$ cat src/rtl/serial_adder_ctrl.sv
// serial_adder_ctrl
//   Bit-serial adder controller for an external 1-bit Fulladder. Operands are
//   captured on an accepted start and streamed LSB-first, one bit per clock.
//   The registered carry is fed back into the adder, and the adder's sum bit
//   is shifted into a result register. When the last bit completes, the full
//   WIDTH-bit sum and carry-out are published and done pulses for one cycle.
//
// Ports
//   clk      in   system clock, all state on rising edge
//   rst_n    in   asynchronous active-low reset
//   start    in   request an addition, sampled only in IDLE
//   a, b     in   WIDTH-bit operands, captured on accepted start
//   cin      in   initial carry, captured on accepted start
//   busy     out  high while bits are streamed (SHIFT)
//   done     out  one-cycle pulse, sum/cout valid
//   sum      out  WIDTH-bit result, held until the next accepted start
//   cout     out  final carry, held until the next accepted start
//   fa_a     out  operand A bit to the Fulladder
//   fa_b     out  operand B bit to the Fulladder
//   fa_cin   out  carry to the Fulladder
//   fa_s     in   Fulladder sum bit
//   fa_cout  in   Fulladder carry out
//
// States
//   state | meaning
//   IDLE  | waiting for start, result registers hold the last answer
//   SHIFT | one operand bit pair per clock through the Fulladder
//   DONE  | result valid, done pulse, always returns to IDLE

module serial_adder_ctrl #(
  parameter int WIDTH = 8,
  parameter int CNT_W = 4
) (
  input  logic             clk,
  input  logic             rst_n,
  input  logic             start,
  input  logic [WIDTH-1:0] a,
  input  logic [WIDTH-1:0] b,
  input  logic             cin,
  output logic             busy,
  output logic             done,
  output logic [WIDTH-1:0] sum,
  output logic             cout,
  output logic             fa_a,
  output logic             fa_b,
  output logic             fa_cin,
  input  logic             fa_s,
  input  logic             fa_cout
);

  typedef enum logic [1:0] {
    IDLE  = 2'd0,
    SHIFT = 2'd1,
    DONE  = 2'd2
  } state_t;

  localparam logic [CNT_W-1:0] LAST_CNT = CNT_W'(WIDTH - 1);

  state_t           state_q;
  state_t           state_d;

  logic [WIDTH-1:0] a_sr;
  logic [WIDTH-1:0] b_sr;
  logic [WIDTH-1:0] sum_sr;
  logic             carry;
  logic [CNT_W-1:0] cnt;
  logic [WIDTH-1:0] sum_q;
  logic             cout_q;

  logic             load;
  logic             step;
  logic             last_bit;
  logic [WIDTH-1:0] sum_next;

  assign last_bit = (cnt == LAST_CNT);
  // Sum bit from the adder enters at the MSB; after WIDTH steps the first
  // (LSB) result bit has reached bit 0.
  assign sum_next = {fa_s, sum_sr[WIDTH-1:1]};

  always_ff @(posedge clk or negedge rst_n) begin
    if (!rst_n) begin
      state_q <= IDLE;
    end else begin
      state_q <= state_d;
    end
  end

  always_comb begin
    state_d = state_q;
    load    = 1'b0;
    step    = 1'b0;
    busy    = 1'b0;
    done    = 1'b0;
    fa_a    = 1'b0;
    fa_b    = 1'b0;
    fa_cin  = 1'b0;
    unique case (state_q)
      IDLE: begin
        if (start) begin
          load    = 1'b1;
          state_d = SHIFT;
        end
      end
      SHIFT: begin
        busy   = 1'b1;
        step   = 1'b1;
        fa_a   = a_sr[0];
        fa_b   = b_sr[0];
        fa_cin = carry;
        if (last_bit) begin
          state_d = DONE;
        end
      end
      DONE: begin
        done    = 1'b1;
        state_d = IDLE;
      end
      default: begin
        state_d = IDLE;
      end
    endcase
  end

  always_ff @(posedge clk or negedge rst_n) begin
    if (!rst_n) begin
      a_sr   <= '0;
      b_sr   <= '0;
      sum_sr <= '0;
      carry  <= 1'b0;
      cnt    <= '0;
    end else if (load) begin
      a_sr   <= a;
      b_sr   <= b;
      sum_sr <= '0;
      carry  <= cin;
      cnt    <= '0;
    end else if (step) begin
      a_sr   <= a_sr >> 1;
      b_sr   <= b_sr >> 1;
      sum_sr <= sum_next;
      carry  <= fa_cout;
      cnt    <= cnt + 1'b1;
    end
  end

  // Published result is written only on the final bit, so partial sums never
  // show on the outputs.
  always_ff @(posedge clk or negedge rst_n) begin
    if (!rst_n) begin
      sum_q  <= '0;
      cout_q <= 1'b0;
    end else if (step && last_bit) begin
      sum_q  <= sum_next;
      cout_q <= fa_cout;
    end
  end

  assign sum  = sum_q;
  assign cout = cout_q;

endmodule

$ cat config.mk
export PLATFORM = sky130hd
export DESIGN_NAME = serial_adder_ctrl
export DESIGN_NICKNAME = d
export VERILOG_FILES = /design/src/rtl/serial_adder_ctrl.sv
export SDC_FILE = /design/constraint.sdc
export NUM_CORES = 1
export LEC_CHECK = 0
export CAP_MARGIN = 10
export CORE_UTILIZATION = 44
export DETAILED_ROUTE_END_ITERATION = 7
export GPL_ROUTABILITY_DRIVEN = 0
export PLACE_DENSITY_LB_ADDON = 0.15
export REMOVE_ABC_BUFFERS = 1
export SYNTH_ARGS = -nofsm -noshare
export SYNTH_HDL_FRONTEND = slang
export SYNTH_SLANG_ARGS = --single-unit
$ cat constraint.sdc
create_clock -name clk -period 1.3 [get_ports clk]
set_input_delay 0.13 -clock clk [delete_from_list [all_inputs] [get_ports clk]]
set_output_delay 0.13 -clock clk [all_outputs]
set_load 0.01 [all_outputs]
==> results of run 1 <==
kinds of logic (layout without fill, tap and decap cells):
kind of cell / Yosys count / count (layout) / share of synthesized area, %
buffers and inverters: 9 / 70 / 2.850
muxes: 9 / 9 / 6.241
adders and majority gates: 1 / 1 / 0.7703
and+or+nand+nor: 63 / 63 / 16.87
xor gates and xnor gates: 1 / 1 / 0.5394
AOI/OAI and AO/OA: 31 / 31 / 12.64
DFF: 39 / 39 / 60.09
critical path: cells and delay by family, from the launching register on:
| kind | cells | cell delay (ns) |
|---|---|---|
| and+or+nand+nor | 2 | 0.35 |
| buffers and inverters | 2 | 0.30 |
| muxes | 1 | 0.30 |
| DFF | 1 | 0.40 |
path summary, 6_finish.rpt:
| check | from | end | slack [ns] | depth (start not counted) |
|---|---|---|---|---|
| max in group asynchronous | rst_n | b_sr[2]$_DFFE_PN0P_ | 0.54 | 3 |
| hold / removal | rst_n | a_sr[5]$_DFFE_PN0P_ | 0.31 | 2 |
| setup reg to reg | state_q[1]$_DFFE_PN0P_ | sum[2]$_DFFE_PN0P_ | -0.15 | 5 |
| setup / recovery | state_q[1]$_DFFE_PN0P_ | sum[2]$_DFFE_PN0P_ | -0.15 | 5 |
| hold reg to reg | carry$_DFFE_PN0P_ | carry$_DFFE_PN0P_ | 0.47 | 2 |
| min in group clk | b[7] | b_sr[7]$_DFFE_PN0P_ | 0.39 | 3 |
flip-flops by register name (all words and copies together), names as in the netlist:
| register | count |
|---|---|
| cnt | 4 |
| cout | 1 |
| state_q | 2 |
| b_sr | 8 |
| sum_sr | 7 |
| a_sr | 8 |
| carry | 1 |
| sum | 8 |
cells in the mapped netlist:
master | count | share of area [%]
o21bai_2 | 1 | 0.69
a22oi_1 | 15 | 6.9
nand3_1 | 1 | 0.31
nand2_1 | 53 | 12
and2_1 | 3 | 1.2
and2b_1 | 1 | 0.46
buf_6 | 1 | 0.69
xor2_1 | 1 | 0.54
o21ai_0 | 12 | 3.7
nand2b_1 | 2 | 0.77
nor3b_1 | 2 | 0.92
mux2_2 | 9 | 6.2
o21bai_1 | 1 | 0.46
ha_1 | 1 | 0.77
nor3_4 | 1 | 1.0
o22ai_1 | 1 | 0.39
clkbuf_1 | 3 | 0.69
inv_2 | 1 | 0.23
a21o_1 | 1 | 0.46
buf_2 | 4 | 1.2
dfrtp_1 | 39 | 60
what timing repair did:
item / 4_1_cts / 5_1_grt
endpoints found under the hold margin: 17 / 0
cloned: 0 / 1
hold buffers: 1 / 0
resized for setup: 46 / 21
buffers inserted: 3 / 4
endpoints found under the setup margin: 23 / 25
pin swaps: 5 / 13
metal layers:
| layer | share of wire (%) | GRT usage (%) | routed length, um | up-vias |
|---|---|---|---|---|
| li1 | - | - | - | 639 |
| met1 | 45 | 26.84 | 1634 | 627 |
| met2 | 50 | 33.56 | 1815 | 30 |
| met3 | 3.6 | 5.474 | 130 | 7 |
| met4 | 1.5 | 7.849 | 55 | 0 |
| met5 | 0 | 0 | 0 | - |
metrics by stage:
| stage | hold slack, ns | setup TNS [ns] | setup WS, ns | instance area, um2 |
|---|---|---|---|---|
| after global placement | 0.09030 | -2.410 | -0.2000 | 2170 |
| final | 0.3064 | -1.404 | -0.1502 | 2424 |
| after global routing | 0.3299 | -2.252 | -0.2073 | 2424 |
| after CTS | 0.3139 | -1.388 | -0.1457 | 2320 |
| after detailed placement | 0.09069 | -3.273 | -0.2777 | 2170 |
| after floorplan | -0.1656 | -28.55 | -0.9830 | 1582 |
final cells by class:
class                           count  area, um2  share of cell area, %
Inverter                            1      6.256                 0.2581
Sequential cell                    39      975.9                  40.27
Tap cell                           46      57.56                  2.375
Multi-Input combinational cell    105      714.4                  29.48
Clock inverter                      1      5.005                 0.2065
Clock buffer                        6      82.58                  3.407
Timing Repair Buffer               62      581.8                  24.01
power by group through the flow:
stage,logic [W],clock network (W),registers (W)
floorplan,0.000950,0,0.00208
global placement,0.00207,0,0.00204
detailed placement,0.00214,0,0.00207
CTS,0.00222,0.000834,0.00206
global route,0.00267,0.000876,0.00215
finish,0.00242,0.000815,0.00209
==> metrics.yaml, run 1 <==
grt:
  overflow: 0
  global_route.usage.total_pct: 20.82
  grt_max_degree: 23
  initial_antenna_violation_count: 0
  grt_pass1_wl_mm: 6.210
  via_count_of_the_first_global_routing_pass: 1337
clock_tree:
  clk-insertion-delay-late_ns: 0.29
  cts_root_buffer: "clkbuf_8"
  clk_pin_slew_worst_paths_ns: 0.07
  tritoncts: "yes"
  cts_made_buffers: 5
  clock_sinks: 39
  cts-root-to-sink-buffers: 2
  cts.htree.levels: 2
timing:
  hold_violation_count_in_the_final_report: 0
  final-setup-viol-count: 12
  grt_setup_unrepaired: "true"
  clock_skew_ns: 0.006688
  worst_pin_slew_ns: 0.4271
  layout_min_cycle_time_ns: 1.450
  final_period_util_pct: 111.6
  setup_slack_ns: -0.1502
  report.final.slew_viol_count: 0
  maxSlewHeadroom_pct: 71.53
  max_clock_freq_mhz: 689.6
critical_path:
  critical_path.cell_chain: "nand2b_4 > buf_6 > nor3_4 > buf_12 > mux2_4"
  worstSetupEndpointType: "flip-flop"
  crit_path_top_delay_cell: "dfrtp_1"
  peak_per_stage_delay_on_the_critical_path_ns: 0.40
  critical_path.startpoint_type: "flip-flop"
  path_class: "flip-flop to flip-flop"
  worstPathMaxFanout: 8
  critPathRequiredTime_ns: 1.48
  cp_data_arrival_time_ns: 1.63
floorplan:
  floorplan.initialDensity_pct: 47.18
  std_cell_rows: 21
  core_region_area_um2: 3442
  die_y_um: 62.76
  die_w_um: 62.76
  die_area_um2: 3938
  pin_count: 36
drt:
  per_cell_via_count_in_the_routed_design: 5.012
  wl_mm: 3.636
  firstDrtPassIters: 4
  detailroute.via_count: 1303
  wl_per_cell_um: 13.98
  drt_iter0_drc: 26
  remaining_drc_errors: 0
  postRouteAntennaNets: 0
placement:
  placed_cells: 245
  numPortBuffers: 35
  dp_hpwl_mm: 2.457
final_layout:
  nets_finish: 237
  n_fill_cell: 268
  final_layout_size_suffix_gt1_share_pct: 30.84
  fin_cells: 260
  finish.utilization_pct: 70.41
  layout_commonest_cell: "nand2_1"
  areaGrowthSynthToFinish_pct: 49.23
  layout_common_cells: "nand2_1, dfrtp_1, clkdlybuf4s50_1"
  antenna_cells: 0
yosys:
  synth_seq_cells: 39
  synthesis.area_per_instance_um2: 10.61
  netlist_area_um2: 1624
  yosysUniqueCellTypes: 21
  seq_area_frac_synth_pct: 60.09
  yosys_warnings: 0
  synthesis.instances: 153
power:
  power_switching_share_pct: 34.29
  worst_ir_drop_vdd_mv: 0.9411
  power.density_cell_area_nw_per_um2: 2196
  static-leakage-power_nw: 1.150
  clockPowerShare_pct: 15.3
  combinational_share_of_power_pct: 45.5
  power.sequential.fraction_pct: 39.2
  net-switching-power_w: 0.001825
  p_total_w: 0.005323
  intPower_w: 0.003498
status:
  result_of_the_run: "finished with violations"
  violations_in_the_final_reports: "negative setup slack"
job:
  max-cap-violations: 0
hold_path:
  min-delay-path-class: "input pin to asynchronous set/reset pin"
No activity file was read; power rests on OpenSTA's default activity.
==> run 2: changes to the inputs <==
--- a/config.mk
+++ b/config.mk
@@ -6,11 +6,14 @@
 export NUM_CORES = 1
 export LEC_CHECK = 0
 export CAP_MARGIN = 10
+export CORE_MARGIN = 2
 export CORE_UTILIZATION = 44
 export DETAILED_ROUTE_END_ITERATION = 7
 export GPL_ROUTABILITY_DRIVEN = 0
+export MAX_ROUTING_LAYER = met4
 export PLACE_DENSITY_LB_ADDON = 0.15
 export REMOVE_ABC_BUFFERS = 1
 export SYNTH_ARGS = -nofsm -noshare
 export SYNTH_HDL_FRONTEND = slang
 export SYNTH_SLANG_ARGS = --single-unit
+export TNS_END_PERCENT = 30
==> run 2 against run 1 <==
The run still ends with negative setup slack left. Largest cell class unchanged. Clock skew fell by 0.0013 ns. Hold slack improved by 0.0092 ns. Global-route usage fell by 0.74 points. Die area rose by 6.5%. Largest power group unchanged.
==> metrics.yaml, run 2 (synthesis results as in run 1) <==
clock_tree:
  cts_made_buffers: 5  # unchanged
  cts-root-to-sink-buffers: 2  # unchanged
  cts.htree.levels: 2  # unchanged
  clk_pin_slew_worst_paths_ns: 0.07  # about the same
  tritoncts: "yes"
  cts_root_buffer: "clkbuf_8"
  clock_sinks: 39  # unchanged
  clk-insertion-delay-late_ns: 0.29  # about the same
drt:
  drt_iter0_drc: 48  # +85%
  detailroute.via_count: 1313  # +0.77%
  wl_per_cell_um: 13.64  # -2.5%
  firstDrtPassIters: 4  # unchanged
  postRouteAntennaNets: 0  # unchanged
  per_cell_via_count_in_the_routed_design: 5.011  # about the same
  remaining_drc_errors: 0  # unchanged
  wl_mm: 3.573  # -1.7%
timing:
  fin_worst_hold_slack_ns: 0.3156  # +0.009184 ns
  layout_min_cycle_time_ns: 1.393  # -0.05670 ns
  clock_skew_ns: 0.005354  # -0.001334 ns
  max_clock_freq_mhz: 717.6  # +4.1%
  grt_setup_unrepaired: "true"
  final.setup.tns_ns: -0.7315  # +0.6723 ns
  maxSlewHeadroom_pct: 69.73  # -1.8 points
  hold_violation_count_in_the_final_report: 0  # unchanged
  worst_pin_slew_ns: 0.4541  # +0.02699 ns
  final-setup-viol-count: 9  # -3
  report.final.slew_viol_count: 0  # unchanged
  setup_slack_ns: -0.09348  # +0.05670 ns
  final_period_util_pct: 107.2  # -4.4 points
hold_path:
  min-delay-path-class: "input pin to asynchronous set/reset pin"
critical_path:
  peak_per_stage_delay_on_the_critical_path_ns: 0.41  # about the same
  worstPathMaxFanout: 8  # unchanged
  critPathRequiredTime_ns: 1.47  # about the same
  cp_data_arrival_time_ns: 1.56  # -0.07 ns
  worstSetupEndpointType: "flip-flop"
  critical_path.cell_chain: "ha_4 > nand2_4 > nor3_4 > buf_12 > mux2_4"
  critical_path.startpoint_type: "flip-flop"
  crit_path_top_delay_cell: "dfrtp_1"
  path_class: "flip-flop to flip-flop"
power:
  power.density_cell_area_nw_per_um2: 2289  # +4.2%
  static-leakage-power_nw: 1.174  # +2.1%
  p_total_w: 0.005565  # +4.5%
  worst_ir_drop_vdd_mv: 1.057  # +12%
status:
  violations_in_the_final_reports: "negative setup slack"
  result_of_the_run: "finished with violations"
final_layout:
  areaGrowthSynthToFinish_pct: 49.69
  fin_cells: 262  # +0.77%
  nets_finish: 236  # -0.42%
  final_layout_size_suffix_gt1_share_pct: 27.57  # -3.3 points
  antenna_cells: 0  # unchanged
  layout_commonest_cell: "nand2_1"
  layout_common_cells: "nand2_1, dfrtp_1, clkdlybuf4s50_1, buf_4"
floorplan:
  die_y_um: 64.76  # +3.2%
  std_cell_rows: 22  # +4.8%
  pin_count: 36  # unchanged
  floorplan.initialDensity_pct: 45.04  # -2.1 points
  core_region_area_um2: 3606  # +4.8%
  die_area_um2: 4193  # +6.5%
  die_w_um: 64.76  # +3.2%
grt:
  grt_pass1_wl_mm: 6.196  # -0.23%
  global_route.usage.total_pct: 20.08  # -0.74 points
  initial_antenna_violation_count: 0  # unchanged
  overflow: 0  # unchanged
  grt_max_degree: 23  # unchanged
  via_count_of_the_first_global_routing_pass: 1355  # +1.3%
placement:
  dp_hpwl_mm: 2.506  # +2.0%
  placed_cells: 247  # +0.82%
  numPortBuffers: 35  # unchanged
job:
  max-cap-violations: 0  # unchanged
## run 2: cell count changes in the layout (fill, tap and decap cells not counted), sizes merged
cell / delta
dlygate4sd2: -1
clkbuf: +1
clkinv: -1
buf: -2
dlymetal6s2s: +1
bufinv: +2
## run 2: through the flow
step	worst slack (ns)	util, %	instance area [um2]
after floorplan	-0.9830	-	1582
after global placement	-0.2077	60.24	2172
after detailed placement	-0.2338	60.24	2172
after CTS	-0.1394	65.93	2377
after global routing	-0.1558	67.42	2431
final	-0.09348	67.42	2431
## run 2: critical path: cells and delay by family (launching register included)
kind / cells / cell delay [ns]
flops: 1 / 0.41
buf+inv: 1 / 0.17
fa+ha+maj: 1 / 0.17
simple gates: 2 / 0.23
mux: 1 / 0.30
## run 2: layout make-up
| type | count | area (um2) |
|---|---|---|
| clock inverters | 2 | 60.06 |
| inverters | 1 | 6.256 |
| repair buffers | 61 | 568.0 |
| fillers | 297 | 1175 |
| clock buffers | 6 | 72.57 |
| flip-flops and latches | 39 | 975.9 |
| multi-input cells | 105 | 688.2 |
| well taps | 48 | 60.06 |
## run 2: final timing paths
check	start	end	slack, ns	depth (start not counted)
min in group clk	b[7]	b_sr[7]$_DFFE_PN0P_	0.39	3
worst min-delay path	rst_n	sum_sr[3]$_DFFE_PN0P_	0.32	2
worst min register to register	a_sr[0]$_DFFE_PN0P_	a_sr[0]$_DFFE_PN0P_	0.47	2
worst max register to register	cnt[0]$_DFFE_PN0P_	cout$_DFFE_PN0P_	-0.09	5
worst max-delay path	cnt[0]$_DFFE_PN0P_	cout$_DFFE_PN0P_	-0.09	5
max in group asynchronous	rst_n	b_sr[3]$_DFFE_PN0P_	0.52	3
## run 2: timing repair
item	in CTS	in global routing
endpoints found under the setup margin	21	29
pin swaps	2	5
buffers inserted	4	2
hold buffers	1	0
endpoints found under the hold margin	17	0
resized for setup	43	10
## run 2: routing by layer
| metal | track usage (%) | vias to the layer above | routed length (um) |
|---|---|---|---|
| met3 | 5.208 | 7 | 156 |
| met1 | 22.27 | 636 | 1448 |
| met4 | 6.649 | 0 | 68 |
| li1 | - | 640 | - |
| met2 | 35.18 | 30 | 1900 |
| met5 | - | - | 0 |
## run 2: power breakdown
group / total (W) / switching, W / internal [W]
registers: 0.00207 / 0.000328 / 0.00174
clock network: 0.00117 / 0.000406 / 0.000767
logic: 0.00232 / 0.00103 / 0.00129
total: 0.00556 / 0.00176 / 0.00380
==> run 3: changes to the inputs <==
--- a/config.mk
+++ b/config.mk
@@ -6,13 +6,14 @@
 export NUM_CORES = 1
 export LEC_CHECK = 0
 export CAP_MARGIN = 10
-export CORE_MARGIN = 2
 export CORE_UTILIZATION = 44
+export CTS_CLUSTER_DIAMETER = 120
 export DETAILED_ROUTE_END_ITERATION = 7
 export GPL_ROUTABILITY_DRIVEN = 0
 export MAX_ROUTING_LAYER = met4
 export PLACE_DENSITY_LB_ADDON = 0.15
 export REMOVE_ABC_BUFFERS = 1
+export SLEW_MARGIN = 40
 export SYNTH_ARGS = -nofsm -noshare
 export SYNTH_HDL_FRONTEND = slang
 export SYNTH_SLANG_ARGS = --single-unit
==> run 3 against run 2 <==
The flow still finishes with violations (negative setup slack). Clock-buffer cell count stayed put. Combinational power is essentially flat. Clock skew increased by 0.00066 ns. Cell count decreased by 1.9%. First-iteration DRC count is 33% lower. Register-to-register slack got worse by 0.04 ns. Sequential power about the same. Critical path depth unchanged. Core utilization is 1.3 points higher. Fmax decreased by 3.0%. Critical path type unchanged. Largest power group unchanged.
==> metrics.yaml, run 3 (synthesis results as in run 1) <==
floorplan:
  die_area_um2: 3938  # -6.1%
  die_w_um: 62.76  # -3.1%
  std_cell_rows: 21  # -4.5%
  floorplan.initialDensity_pct: 47.18  # +2.1 points
  die_y_um: 62.76  # -3.1%
  core_region_area_um2: 3442  # -4.5%
  pin_count: 36  # unchanged
timing:
  report.final.slew_viol_count: 0  # unchanged
  clock_skew_ns: 0.006013  # +0.0006592 ns
  final-setup-viol-count: 12  # +3
  grt_setup_unrepaired: "true"
  final_period_util_pct: 110.5  # +3.3 points
  maxSlewHeadroom_pct: 71.31  # +1.6 points
  hold_violation_count_in_the_final_report: 0  # unchanged
  setup_slack_ns: -0.1367  # -0.04323 ns
  worst_pin_slew_ns: 0.4303  # -0.02383 ns
  layout_min_cycle_time_ns: 1.437  # +0.04323 ns
  max_clock_freq_mhz: 696.0  # -3.0%
grt:
  initial_antenna_violation_count: 0  # unchanged
  grt_max_degree: 23  # unchanged
  globalRouteMet1Util_pct: 27.08  # +4.8 points
  global_route.usage.total_pct: 21.43  # +1.3 points
  grt_pass1_wl_mm: 6.216  # +0.32%
  via_count_of_the_first_global_routing_pass: 1333  # -1.6%
  overflow: 0  # unchanged
  met2_usage_pct: 33.29  # -1.9 points
  gr-usage-met3_pct: 5.474  # +0.27 points
  grt.busiest_layer: "met2"
drt:
  postRouteAntennaNets: 0  # unchanged
  per_cell_via_count_in_the_routed_design: 4.988  # -0.46%
  remaining_drc_errors: 0  # unchanged
  wl_mm: 3.514  # -1.7%
  firstDrtPassIters: 4  # unchanged
  drt_iter0_drc: 32  # -33%
  wl_per_cell_um: 13.67  # +0.26%
  detailroute.via_count: 1282  # -2.4%
job:
  max-cap-violations: 0  # unchanged
critical_path:
  critical_path.startpoint_type: "flip-flop"
  critical_path.cell_chain: "ha_2 > nand2_2 > nor3_4 > buf_12 > mux2_4"
  worstPathMaxFanout: 8  # unchanged
  critPathRequiredTime_ns: 1.48  # about the same
  path_class: "flip-flop to flip-flop"
  cp_data_arrival_time_ns: 1.62  # +0.06 ns
  crit_path_top_delay_cell: "dfrtp_1"
  peak_per_stage_delay_on_the_critical_path_ns: 0.36  # -0.05 ns
  worstSetupEndpointType: "flip-flop"
final_layout:
  n_fill_cell: 275  # -7.4%
  areaGrowthSynthToFinish_pct: 45.69
  antenna_cells: 0  # unchanged
  layout_commonest_cell: "nand2_1"
  finish.utilization_pct: 68.74  # +1.3 points
  seq_area_um2: 975.9  # unchanged
  layout_common_cells: "nand2_1, dfrtp_1, clkdlybuf4s50_1"
  multi_input_gate_area_in_the_final_layout_um2: 698.2  # +1.5%
  final_layout_size_suffix_gt1_share_pct: 28.91  # +1.3 points
  nets_finish: 234  # -0.85%
power:
  p_total_w: 0.005191  # -6.7%
  power.density_cell_area_nw_per_um2: 2194  # -4.2%
  worst_ir_drop_vdd_mv: 0.9346  # -12%
  static-leakage-power_nw: 1.127  # -4.0%
hold_path:
  min-delay-path-class: "input pin to asynchronous set/reset pin"
clock_tree:
  cts_made_buffers: 5  # unchanged
  cts-root-to-sink-buffers: 2  # unchanged
  clk_pin_slew_worst_paths_ns: 0.07  # about the same
  cts_root_buffer: "clkbuf_8"
  clock_sinks: 39  # unchanged
  tritoncts: "yes"
  clk-insertion-delay-late_ns: 0.29  # about the same
  cts.htree.levels: 2  # unchanged
placement:
  numPortBuffers: 35  # unchanged
  dp_hpwl_mm: 2.457  # -2.0%
status:
  result_of_the_run: "finished with violations"
  violations_in_the_final_reports: "negative setup slack"
## run 3: cell count changes in the layout (fill, tap and decap cells not counted), moves of 2 or more
cell and delta:
bufinv_16 -2, buf_4 -3, and2_4 -2, buf_2 +3
a22oi_2 +6, and2_1 +2, a22oi_1 -6
## run 3: per-layer routing
| layer | part of all wire (%) | up-vias | routed length, um |
|---|---|---|---|
| met5 | 0 | - | 0 |
| met4 | 1.6 | 0 | 55 |
| met3 | 3.7 | 7 | 130 |
| met2 | 48 | 30 | 1693 |
| met1 | 47 | 615 | 1635 |
| li1 | - | 630 | - |
## run 3: power by group
group	switching (W)	internal (W)	leakage (nW)
sequential	0.000331	0.00174	0.491
clock	0.000399	0.000416	0.0470
combinational	0.00105	0.00125	0.589
total	0.00178	0.00341	1.13
## run 3: per-stage QoR
stage	instance area (um2)	worst slack, ns	instances	hold WS, ns	setup TNS [ns]
3_5_place_dp	2170	-0.2777	245	0.09069	-3.273
6_report	2366	-0.1367	257	0.3081	-1.272
4_1_cts	2320	-0.1457	256	0.3139	-1.388
5_1_grt	2366	-0.1958	257	0.3299	-2.351
3_3_place_gp	2170	-0.2000	245	0.09030	-2.410
2_1_floorplan	1582	-0.9830	145	-0.1656	-28.55
## run 3: what timing repair did
item                                   CTS  global route
hold buffers                             1             0
setup buffers                            3             1
endpoints found under the hold margin   17             0
setup endpoints to repair               23            25
pin swaps                                5             1
resized for setup                       46             8
## run 3: final timing paths
check	startpoint	endpoint	slack, ns	cells past startpoint
worst max-delay path	cnt[1]$_DFFE_PN0P_	sum[2]$_DFFE_PN0P_	-0.14	5
worst min-delay path	rst_n	sum_sr[4]$_DFFE_PN0P_	0.31	2
worst max register to register	cnt[1]$_DFFE_PN0P_	sum[2]$_DFFE_PN0P_	-0.14	5
worst min register to register	b_sr[2]$_DFFE_PN0P_	b_sr[2]$_DFFE_PN0P_	0.47	2
max in group asynchronous	rst_n	b_sr[2]$_DFFE_PN0P_	0.53	3
min in group clk	b[7]	b_sr[7]$_DFFE_PN0P_	0.39	3
## run 3: layout make-up
| type | instances | share of cell area (%) |
|---|---|---|
| Clock buffer | 6 | 3.490 |
| Inverter | 1 | 0.2644 |
| Timing Repair Buffer | 59 | 22.85 |
| Sequential cell | 39 | 41.25 |
| Clock inverter | 1 | 0.2115 |
| Multi-Input combinational cell | 105 | 29.51 |
| Tap cell | 46 | 2.433 |
## run 3: worst max-delay path: cells and delay by family, from the launching register on
kind / cells / cell delay [ns]
adder cells (fa/ha/maj): 1 / 0.20
buffers and inverters: 1 / 0.17
AND/OR/NAND/NOR: 2 / 0.29
multiplexers: 1 / 0.30
flip-flops: 1 / 0.36
